[config.mk]
export PLATFORM = sky130hd
export DESIGN_NAME = seq_signed_div
export DESIGN_NICKNAME = d
export VERILOG_FILES = /design/src/rtl/seq_signed_div.sv
export SDC_FILE = /design/constraint.sdc
export NUM_CORES = 1
export LEC_CHECK = 0
export ABC_AREA = 1
export CORE_MARGIN = 8
export CORE_UTILIZATION = 40
export CTS_CLUSTER_DIAMETER = 150
export DETAILED_ROUTE_END_ITERATION = 8
export DONT_BUFFER_PORTS = 1
export PLACE_DENSITY_LB_ADDON = 0.12
export SYNTH_ARGS = -nofsm -noshare
export SYNTH_HDL_FRONTEND = slang
export SYNTH_SLANG_ARGS = --single-unit
[constraint.sdc]
create_clock -name clk -period 2.4 [get_ports clk]
set_clock_uncertainty 0.2 [all_clocks]
set_input_delay 0.24 -clock clk [delete_from_list [all_inputs] [get_ports clk]]
set_output_delay 0.24 -clock clk [all_outputs]
set_load 0.02 [all_outputs]
[src/rtl/seq_signed_div.sv]
// Sequential signed divider: 2N-bit dividend by N-bit divisor, restoring algorithm on
// magnitudes, one quotient bit per clock, sign fix-up applied when results are published.
module seq_signed_div #(
  parameter int unsigned N = 4
) (
  input  logic             clk,
  input  logic             rst_n,
  input  logic             start,
  input  logic [2*N-1:0]   dividend,
  input  logic [N-1:0]     divisor,
  output logic             busy,
  output logic             done,
  output logic [2*N-1:0]   quotient,
  output logic [N-1:0]     remainder,
  output logic             div_zero,
  output logic             overflow
);

  localparam int unsigned W  = 2 * N;
  localparam int unsigned CW = $clog2(W) + 1;

  typedef enum logic [1:0] {StIdle, StCalc, StDone} state_e;

  state_e         state_q, state_d;
  logic [CW-1:0]  cnt_q;
  logic [W-1:0]   shq_q;
  logic [N-1:0]   dvs_q;
  logic [N-1:0]   rem_q;
  logic           neg_q_q;
  logic           neg_r_q;
  logic           dz_q;
  logic           busy_q;
  logic           done_q;
  logic [W-1:0]   quotient_q;
  logic [N-1:0]   remainder_q;
  logic           div_zero_q;
  logic           overflow_q;

  logic           accept;
  logic           last_iter;
  logic [W-1:0]   dvd_mag;
  logic [N-1:0]   dvs_mag;
  logic [N:0]     trial;
  logic [N:0]     diff;
  logic           ge;
  logic [W-1:0]   q_fin;
  logic [N-1:0]   r_fin;

  always_comb begin
    // done_q is still high in the first Idle cycle after a result; starts there are dropped.
    accept    = (state_q == StIdle) && start && !done_q;
    last_iter = (cnt_q == CW'(W - 1));

    // Two's-complement negate keeps -2^(W-1) as the unsigned value 2^(W-1).
    dvd_mag = dividend[W-1] ? (~dividend + W'(1)) : dividend;
    dvs_mag = divisor[N-1]  ? (~divisor + N'(1))  : divisor;

    trial = {rem_q, shq_q[W-1]};
    diff  = trial - {1'b0, dvs_q};
    ge    = (trial >= {1'b0, dvs_q});

    q_fin = neg_q_q ? (~shq_q + W'(1)) : shq_q;
    r_fin = neg_r_q ? (~rem_q + N'(1)) : rem_q;

    state_d = state_q;
    unique case (state_q)
      StIdle:  if (accept) state_d = (divisor == '0) ? StDone : StCalc;
      StCalc:  if (last_iter) state_d = StDone;
      StDone:  state_d = StIdle;
      default: state_d = StIdle;
    endcase
  end

  always_ff @(posedge clk) begin
    if (!rst_n) begin
      state_q     <= StIdle;
      cnt_q       <= '0;
      shq_q       <= '0;
      dvs_q       <= '0;
      rem_q       <= '0;
      neg_q_q     <= 1'b0;
      neg_r_q     <= 1'b0;
      dz_q        <= 1'b0;
      busy_q      <= 1'b0;
      done_q      <= 1'b0;
      quotient_q  <= '0;
      remainder_q <= '0;
      div_zero_q  <= 1'b0;
      overflow_q  <= 1'b0;
    end else begin
      state_q <= state_d;
      done_q  <= 1'b0;
      unique case (state_q)
        StIdle: begin
          if (accept) begin
            shq_q   <= dvd_mag;
            dvs_q   <= dvs_mag;
            rem_q   <= '0;
            cnt_q   <= '0;
            neg_q_q <= dividend[W-1] ^ divisor[N-1];
            neg_r_q <= dividend[W-1];
            dz_q    <= (divisor == '0);
            busy_q  <= (divisor != '0);
          end
        end
        StCalc: begin
          shq_q <= {shq_q[W-2:0], ge};
          rem_q <= ge ? diff[N-1:0] : trial[N-1:0];
          cnt_q <= cnt_q + CW'(1);
        end
        StDone: begin
          busy_q <= 1'b0;
          done_q <= 1'b1;
          if (dz_q) begin
            quotient_q  <= '0;
            remainder_q <= '0;
            div_zero_q  <= 1'b1;
            overflow_q  <= 1'b0;
          end else begin
            quotient_q  <= q_fin;
            remainder_q <= r_fin;
            div_zero_q  <= 1'b0;
            // Only a positive quotient of magnitude 2^(W-1) is unrepresentable.
            overflow_q  <= !neg_q_q && shq_q[W-1];
          end
        end
        default: ;
      endcase
    end
  end

  assign busy      = busy_q;
  assign done      = done_q;
  assign quotient  = quotient_q;
  assign remainder = remainder_q;
  assign div_zero  = div_zero_q;
  assign overflow  = overflow_q;

endmodule

# Word-level counts from Yosys, hierarchy flattened
# Index checks and enable logic that the tools add are counted.
[totals]
out_inout_bits = 16
regBits = 41
word_cells = 66
in_bits = 15
[classes]
n_eq_ne = 5
addsub = 6
n_reduce_logical = 14
mux = 21
bitwise_logic = 5
n_lt_le_gt_ge = 1
[op_table]
columns = ["op", "count"]
rows = [
  ["2-to-1 mux 8 bit", 4],
  ["2-to-1 mux 4 bit", 5],
  ["adder 8 x 1 -> 8 bit, second input constant", 2],
  ["NOT 8 bit", 2],
  ["one-hot mux 4 bit (2 select lines)", 2],
  ["one-hot mux 8 bit (2 select lines)", 1],
  ["adder 4 x 1 -> 4 bit, second input constant", 3],
  ["NOT 4 bit", 2],
  ["AND reduction 2 bit", 4],
  ["2-to-1 mux 2 bit", 3],
  [">= comparator 5 x 4 -> 1 bit", 1],
  ["== test 4 x 3 -> 1 bit, second input constant", 1],
  ["logical NOT 4 bit", 1],
  ["2-to-1 mux 1 bit", 4],
  ["!= test 2 bit, second input constant", 2],
  ["one-hot mux 2 bit (2 select lines)", 1],
  ["nonzero test 2 bit", 2],
  ["nonzero test 4 bit", 1],
  ["subtractor 4 bit", 1],
  ["logical AND 1 bit", 3],
  ["== test 2 x 1 -> 1 bit, second input constant", 1],
  ["== test 2 bit, second input constant", 1],
  ["logical NOT 1 bit", 2],
  ["logical NOT 2 bit", 1],
  ["other kinds (2)", 2],
]

# Longest topological paths before layout
# Gate-level depths: netlist of the first run.
[logic_depth]
ltp_word = 5
depth_mapped = 10
mapped_depth_nobuf = 10

# Least setup slack after synthesis of the first run
# Ideal clock, no wire load.
[synth_timing]
kind = "register -> register"
start = "register shq_q[7]"
end = "register rem_q[1]"
slack_ns = 0.806
path_buffers = 0
arrival_time_ns = 1.262
t_required_ns = 2.068
synth_period_minus_slack_ns = 1.594
stages_incl_launch_ff = 9
setup_ns = 0.132
cell_sequence = "dfxtp_1 inv_1 ha_1 inv_1 fa_1 inv_1 nand2_1 nand3_1 a21oi_1"
[synth_via]
elab_chain_len = 3
word_cells_on_any_way = 4
classes_between = "add/sub (1); order compare (1); mux (2)"
[synth_rtl]
columns = ["item", "line_no", "source"]
rows = [
  ["from (decl)", "26", "logic [W-1:0] shq_q;"],
  ["from (signal assigned)", "96", "shq_q <= dvd_mag;"],
  ["from (signal assigned)", "107", "shq_q <= {shq_q[W-2:0], ge};"],
  ["subtractor 4 bit or >= comparator 5 x 4 -> 1 bit (tied branches)", "59, 60", ""],
  ["2-to-1 mux 4 bit (*)", "108", "rem_q <= ge ? diff[N-1:0] : trial[N-1:0];"],
  ["one-hot mux 4 bit (2 select lines) (*)", "93", "unique case (state_q)"],
  ["to (signal assigned)", "108", ""],
  ["to (decl)", "28", "logic [N-1:0] rem_q;"],
]
# Mark *: on every way between the ends. The rest lies on a longest branch, timed or not.
# A chain may end at the register's enable or synchronous reset.

# Final worst setup path of the first run
[layout_timing]
start = "register done_q, in the netlist done"
end = "register dvs_q[3]"
[layout_via]
elab_chain_len = 3
[layout_rtl]
columns = ["item", "line_no", "source"]
rows = [
  ["from (decl)", "33", "logic done_q;"],
  ["from (signal assigned)", "85", "done_q <= 1'b0;"],
  ["from (signal assigned)", "92", "done_q <= 1'b0;"],
  ["from (signal assigned)", "113", "done_q <= 1'b1;"],
  ["logical NOT 1 bit", "51", "accept = (state_q == StIdle) && start && !done_q;"],
  ["logical AND 1 bit", "51", ""],
  ["AND reduction 2 bit (no source line)", "n/a", ""],
  ["to (signal assigned)", "97", "dvs_q <= dvs_mag;"],
  ["to (decl)", "27", "logic [N-1:0] dvs_q;"],
]
# Every way passes these cells.

==> flow_summary.yaml, run 1 <==
outcome:
  run_status: "finished clean"
pwr:
  finalPower_mw: 1.66
  leakagePower_nw: 1.03
  p_clk_share_pct: 26.6
  net-switching-power_uw: 574
  pwr-share-seq_pct: 47.3
  p_sw_share_pct: 34.6
  vdd_drop_max_uv: 313
  p_per_area_nw_per_um2: 679
  comb_power_share_pct: 26.1
  p_int_mw: 1.09
detailed_routing:
  via_per_inst: 4.89
  ant_nets: 0
  wl_met2_um: 2440
  route.met3.wl_um: 420
  route.detailed.drc: 0
  vias: 1950
  top_layer_used: "met4"
  wl_per_cell_um: 13.6
  first_pass_iters: 4
  drt_iter0_markers: 113
  finalWirelength_um: 5440
  wl_met1_um: 2520
placement:
  gp_congestion: 0.805
  dp_hpwl_um: 3930
  dpl-instance-area_um2: 2260
  io_buffers: 0
  dp_cells: 381
  pre_cts_slack_ns: 0.650
grt:
  gr-total-overflow: 0
  first_global_vias: 1879
  grt_pass1_wl_um: 9080
  antenna_found_initial: 0
  track_usage_pct: 13.5
  grt_max_degree: 22
yosys:
  ys_ff_latch: 41
  synth_top_family_by_area: "simple AND/OR/NAND/NOR gates"
  syn-instance-count: 316
  synthFlopType: "dfxtp_1"
  yosysMostFrequentCell: "nand2_1"
  synthArstFlopShare_pct: 0
  synth_top_area_share_pct: 37.1
  synth_compound_area_share_pct: 14.7
  syn_area_per_cell_um2: 7.00
  yosysWarnings: 0
  yosys.cell_types.count: 37
  netlist_area_um2: 2210
  synth_xor_area_share_pct: 1.98
  synth_fa_ha_area_share_pct: 6.00
  synth_fp_nets: 341
  synthTopCellsByArea: "dfxtp_1, nand2_1, a21oi_1, inv_1, nand3_1"
  yosysTopAreaCell: "dfxtp_1"
  yosysSeqAreaShare_pct: 37.1
  synth-simple-area-share_pct: 30.3
  yosys-mux-area-fraction_pct: 0
  synth-edff-count: 0
  synthTopCellsByCount: "nand2_1, dfxtp_1, inv_1"
worst_setup_path:
  critPathLaunchType: "flip-flop"
  end_kind: "flip-flop"
  crit_arrival_ns: 2.14
  reg2reg_depth: 6
  crit_type: "flip-flop to flip-flop"
  crit_fanout: 11
  crit_required_ns: 2.42
floorplanning:
  core_area_um2: 5440
  io_pins: 31
  die-area_um2: 8160
  die-height_um: 90.3
  fp-row-count: 27
  initial_core_util_pct: 40.6
  die_w_um: 90.3
clock_network:
  h-tree-depth: 2
  clk-insertion-delay-late_ns: 0.29
  clockBufferDepth: 2
  cts_tree: "built"
  clkTransAtPathRegs_ns: 0.08
  numClockSinks: 41
  root_buffer: "clkbuf_8"
  cts_made_buffers: 5
  cts_setup_buffers: 0
hold_path:
  whs_path_depth: 3
  hold_path_class: "input port to flip-flop"
sta:
  hold_viol_final: 0
  fin_setup_tns_ns: 0
  setup_ws_ns: 0.281
  drv_slew: 0
  fin_crit_sh_pct: 88.3
  tightestPinTransition_ns: 0.606
  slew-limit-headroom_pct: 59.5
  max_freq_mhz: 472
  hold_slack_ns: 0.00394
  rsz0062_at_grt: "no"
  setup_viol: 0
  min_period_ns: 2.12
cells_and_area:
  final-instance-count-excl-fill: 399
  drive_above_1_share_pct: 8.26
  area_growth_pct: 10.5
  antenna_cells: 0
  num-nets-final: 351
  design_area_um2: 2440
  utilization_pct: 44.9
run:
  drv_cap: 0
[logic make-up (layout without fill, tap and decap cells)]
| group | Yosys count | in the layout |
|---|---|---|
| XOR/XNOR | 5 | 5 |
| flip-flops | 41 | 41 |
| adder cells (fa/ha/maj) | 10 | 10 |
| AO/OA/AOI/OAI | 58 | 58 |
| AND/OR/NAND/NOR | 150 | 150 |
| buffers and inverters | 52 | 63 |
[placed cells by master (no fill, tap or decap), types with 2 or more instances in the layout]
master         synthesis  final
nor2_4                 2      2
nand3_1               25     25
clkbuf_8               0      5
dlygate4sd3_1          0     10
dfxtp_1               41     41
ha_1                   9      9
xor2_1                 4      4
inv_1                 36     36
nand2_4                2      2
nor2_2                 2      2
inv_2                  6      6
a21oi_1               28     28
buf_4                  1      2
o21ai_0               10     10
a31oi_1                2      2
nor2_1                33     33
o21ai_1                9      9
nor3_1                 6      6
nand2_1               75     75
clkinv_2               1      3
[registers in the layout (all words and copies together), names as in the netlist, 2 cells and up]
register and flops:
cnt_q 4, dvs_q 4, quotient 8, rem_q 4
remainder 4, shq_q 8, state_q 2
[final cells by class]
| type | count | area, um2 |
|---|---|---|
| inverter | 43 | 163 |
| multi-input combinational | 223 | 1170 |
| fill | 575 | 3000 |
| clock inverter | 2 | 10.0 |
| timing repair buffer | 12 | 115 |
| tap | 72 | 90.1 |
| sequential | 41 | 821 |
| clock buffer | 6 | 72.6 |
[routing by layer]
metal	up-vias	GRT usage [%]
met4	0	4.16
met1	855	16.5
li1	1041	-
met2	47	21.4
met3	7	4.99
met5	-	0
[power by group through the flow]
stage	Combinational, mW	Sequential, mW	Clock, mW
finish	0.433	0.785	0.441
global route	0.494	0.794	0.484
CTS	0.436	0.785	0.453
detailed placement	0.416	0.801	0
global placement	0.413	0.802	0
floorplan	0.359	0.782	0
[what timing repair did]
item / CTS / global route
hold endpoints to repair: 21 / 0
hold buffers: 10 / 0
resized for setup: 0 / 0
[path summary, 6_finish.rpt]
kind	startpoint	end	slack, ns
max	done	dvs_q[3]	0.28
min	dividend[7]	shq_q[4]	0.004
max reg2reg	done	dvs_q[3]	0.28
min reg2reg	cnt_q[3]	cnt_q[3]	0.23
[worst max-delay path, stage by stage (launching register included)]
cell and delay (ns):
dfxtp_1 0.38, nor2_1 0.15, nand3_2 0.25, nor2_1 0.23, nand3_1 0.10, dlygate4sd3_1 0.58, a21oi_1 0.15
(Power assumes the default switching activity.)
==> run 2, diff against run 1 <==
--- a/config.mk
+++ b/config.mk
@@ -12,6 +12,7 @@
 export DETAILED_ROUTE_END_ITERATION = 8
 export DONT_BUFFER_PORTS = 1
 export PLACE_DENSITY_LB_ADDON = 0.12
+export RECOVER_POWER = 50
 export SYNTH_ARGS = -nofsm -noshare
 export SYNTH_HDL_FRONTEND = slang
 export SYNTH_SLANG_ARGS = --single-unit
==> run 2 against run 1 <==
Effect of this change: sequential share of layout area rose by 0.26 points; global-route usage did not move; sequential cell count did not move; via count rose by 0.10%; count of clock-buffer cells in the layout did not move; worst hold slack barely moved; critical path depth did not move; critical path type unchanged.
==> flow_summary.yaml, run 2 (synthesized netlist as in run 1, its figures left out) <==
worst_setup_path:
  crit_path_cell_trace: "nor2_1 > nand3_2 > nor2_1 > nand3_1 > dlygate4sd3_1 > a21oi_1"
  critPathLaunchType: "flip-flop"
  end_kind: "flip-flop"
  crit_required_ns: 2.42
  max_stage_delay_ns: 0.58
  crit_fanout: 11
  cpMostUsedCell: "nor2_1"
  crit_arrival_ns: 2.14
  slowest_stage: "dlygate4sd3_1"
  crit_type: "flip-flop to flip-flop"
sta:
  max_freq_mhz: 471
  slew-limit-headroom_pct: 53.5
  min_period_ns: 2.13
  fin_setup_tns_ns: 0
  fin_crit_sh_pct: 88.6
  rsz0062_at_grt: "no"
  drv_slew: 0
  hold_viol_final: 0
  setup_viol: 0
  tightestPinTransition_ns: 0.695
detailed_routing:
  via_per_inst: 4.89
  first_pass_iters: 4
  route.met3.wl_um: 372
  ant_nets: 0
  finalWirelength_um: 5470
  wl_met2_um: 2470
  drt_iter0_markers: 135
  route.detailed.drc: 0
  top_layer_used: "met4"
  vias: 1952
  wl_met1_um: 2560
  wl_per_cell_um: 13.7
clock_network:
  clk-insertion-delay-late_ns: 0.29
  clkTransAtPathRegs_ns: 0.08
  cts_made_buffers: 5
  numClockSinks: 41
  root_buffer: "clkbuf_8"
  clockBufferDepth: 2
  cts_tree: "built"
  h-tree-depth: 2
  post_cts_resized: 0
floorplanning:
  die-area_um2: 8160
  die_w_um: 90.3
  fp-row-count: 27
  io_pins: 31
  core_area_um2: 5440
  initial_core_util_pct: 40.6
  die-height_um: 90.3
pwr:
  p_per_area_nw_per_um2: 682
  leakagePower_nw: 1.03
  vdd_drop_max_uv: 314
cells_and_area:
  antenna_cells: 0
  final_common_cell: "nand2_1"
  area_growth_pct: 9.62
  num-nets-final: 351
  mostFrequentLayoutCells: "nand2_1, dfxtp_1, inv_1"
  design_area_um2: 2420
  drive_above_1_share_pct: 7.03
run:
  drv_cap: 0
grt:
  first_global_vias: 1879
  grt_pass1_wl_um: 9080
  grt_max_degree: 22
  track_usage_pct: 13.5
  antenna_found_initial: 0
  gr-total-overflow: 0
placement:
  io_buffers: 0
  gp_congestion: 0.805
  dpl-instance-area_um2: 2260
  dp_hpwl_um: 3930
outcome:
  run_status: "finished clean"
hold_path:
  hold_path_class: "input port to flip-flop"
-- run 2: timing repair --
item,4_1_cts,5_1_grt
endpoints found under the hold margin,21,0
buffers inserted,0,0
hold buffers,10,0
endpoints found under the setup margin,0,0
-- run 2: worst paths after layout --
check                   start  endpoint  slack, ns  cells after the start
hold / removal    dividend[7]  shq_q[4]      0.004                      3
hold reg to reg      cnt_q[3]  cnt_q[3]       0.23                      1
setup reg to reg         done  dvs_q[3]       0.27                      6
setup / recovery         done  dvs_q[3]       0.27                      6
-- run 2: per-stage QoR --
| step | setup WS [ns] | hold WS, ns | utilization, % | instances | power, mW |
|---|---|---|---|---|---|
| final | 0.275 | 0.00360 | 44.6 | 399 | 1.65 |
| after global routing | 0.150 | 0.0166 | 44.6 | 399 | 1.77 |
| after CTS | 0.327 | 0.00125 | 44.9 | 399 | 1.67 |
| after detailed placement | 0.650 | 0.145 | 41.5 | 381 | 1.22 |
| after global placement | 0.663 | 0.150 | 41.5 | 381 | 1.21 |
| after floorplan | 0.806 | 0.200 | - | 316 | 1.14 |
-- run 2: layer usage --
layer / track usage, % / vias up
met5: 0 / -
met4: 4.16 / 0
met3: 4.99 / 7
met1: 16.5 / 860
met2: 21.4 / 45
li1: - / 1040
-- run 2: cell type report --
type,instances,area (um2)
Fill cell,578,3020
Multi-Input combinational cell,223,1150
Clock buffer,6,72.6
Sequential cell,41,821
Tap cell,72,90.1
Clock inverter,2,10.0
Timing Repair Buffer,12,115
Inverter,43,163
-- run 2: critical path: cells and delay by family (launching register included) --
family	cells	cell delay [ns]
simple gates	4	0.74
buf+inv	1	0.58
compound gates	1	0.15
flops	1	0.38
-- run 2: power by group --
group | internal, mW | total [mW] | switching (mW)
Clock | 0.202 | 0.437 | 0.235
Combinational | 0.156 | 0.432 | 0.276
Sequential | 0.727 | 0.784 | 0.0577
Total | 1.08 | 1.65 | 0.569
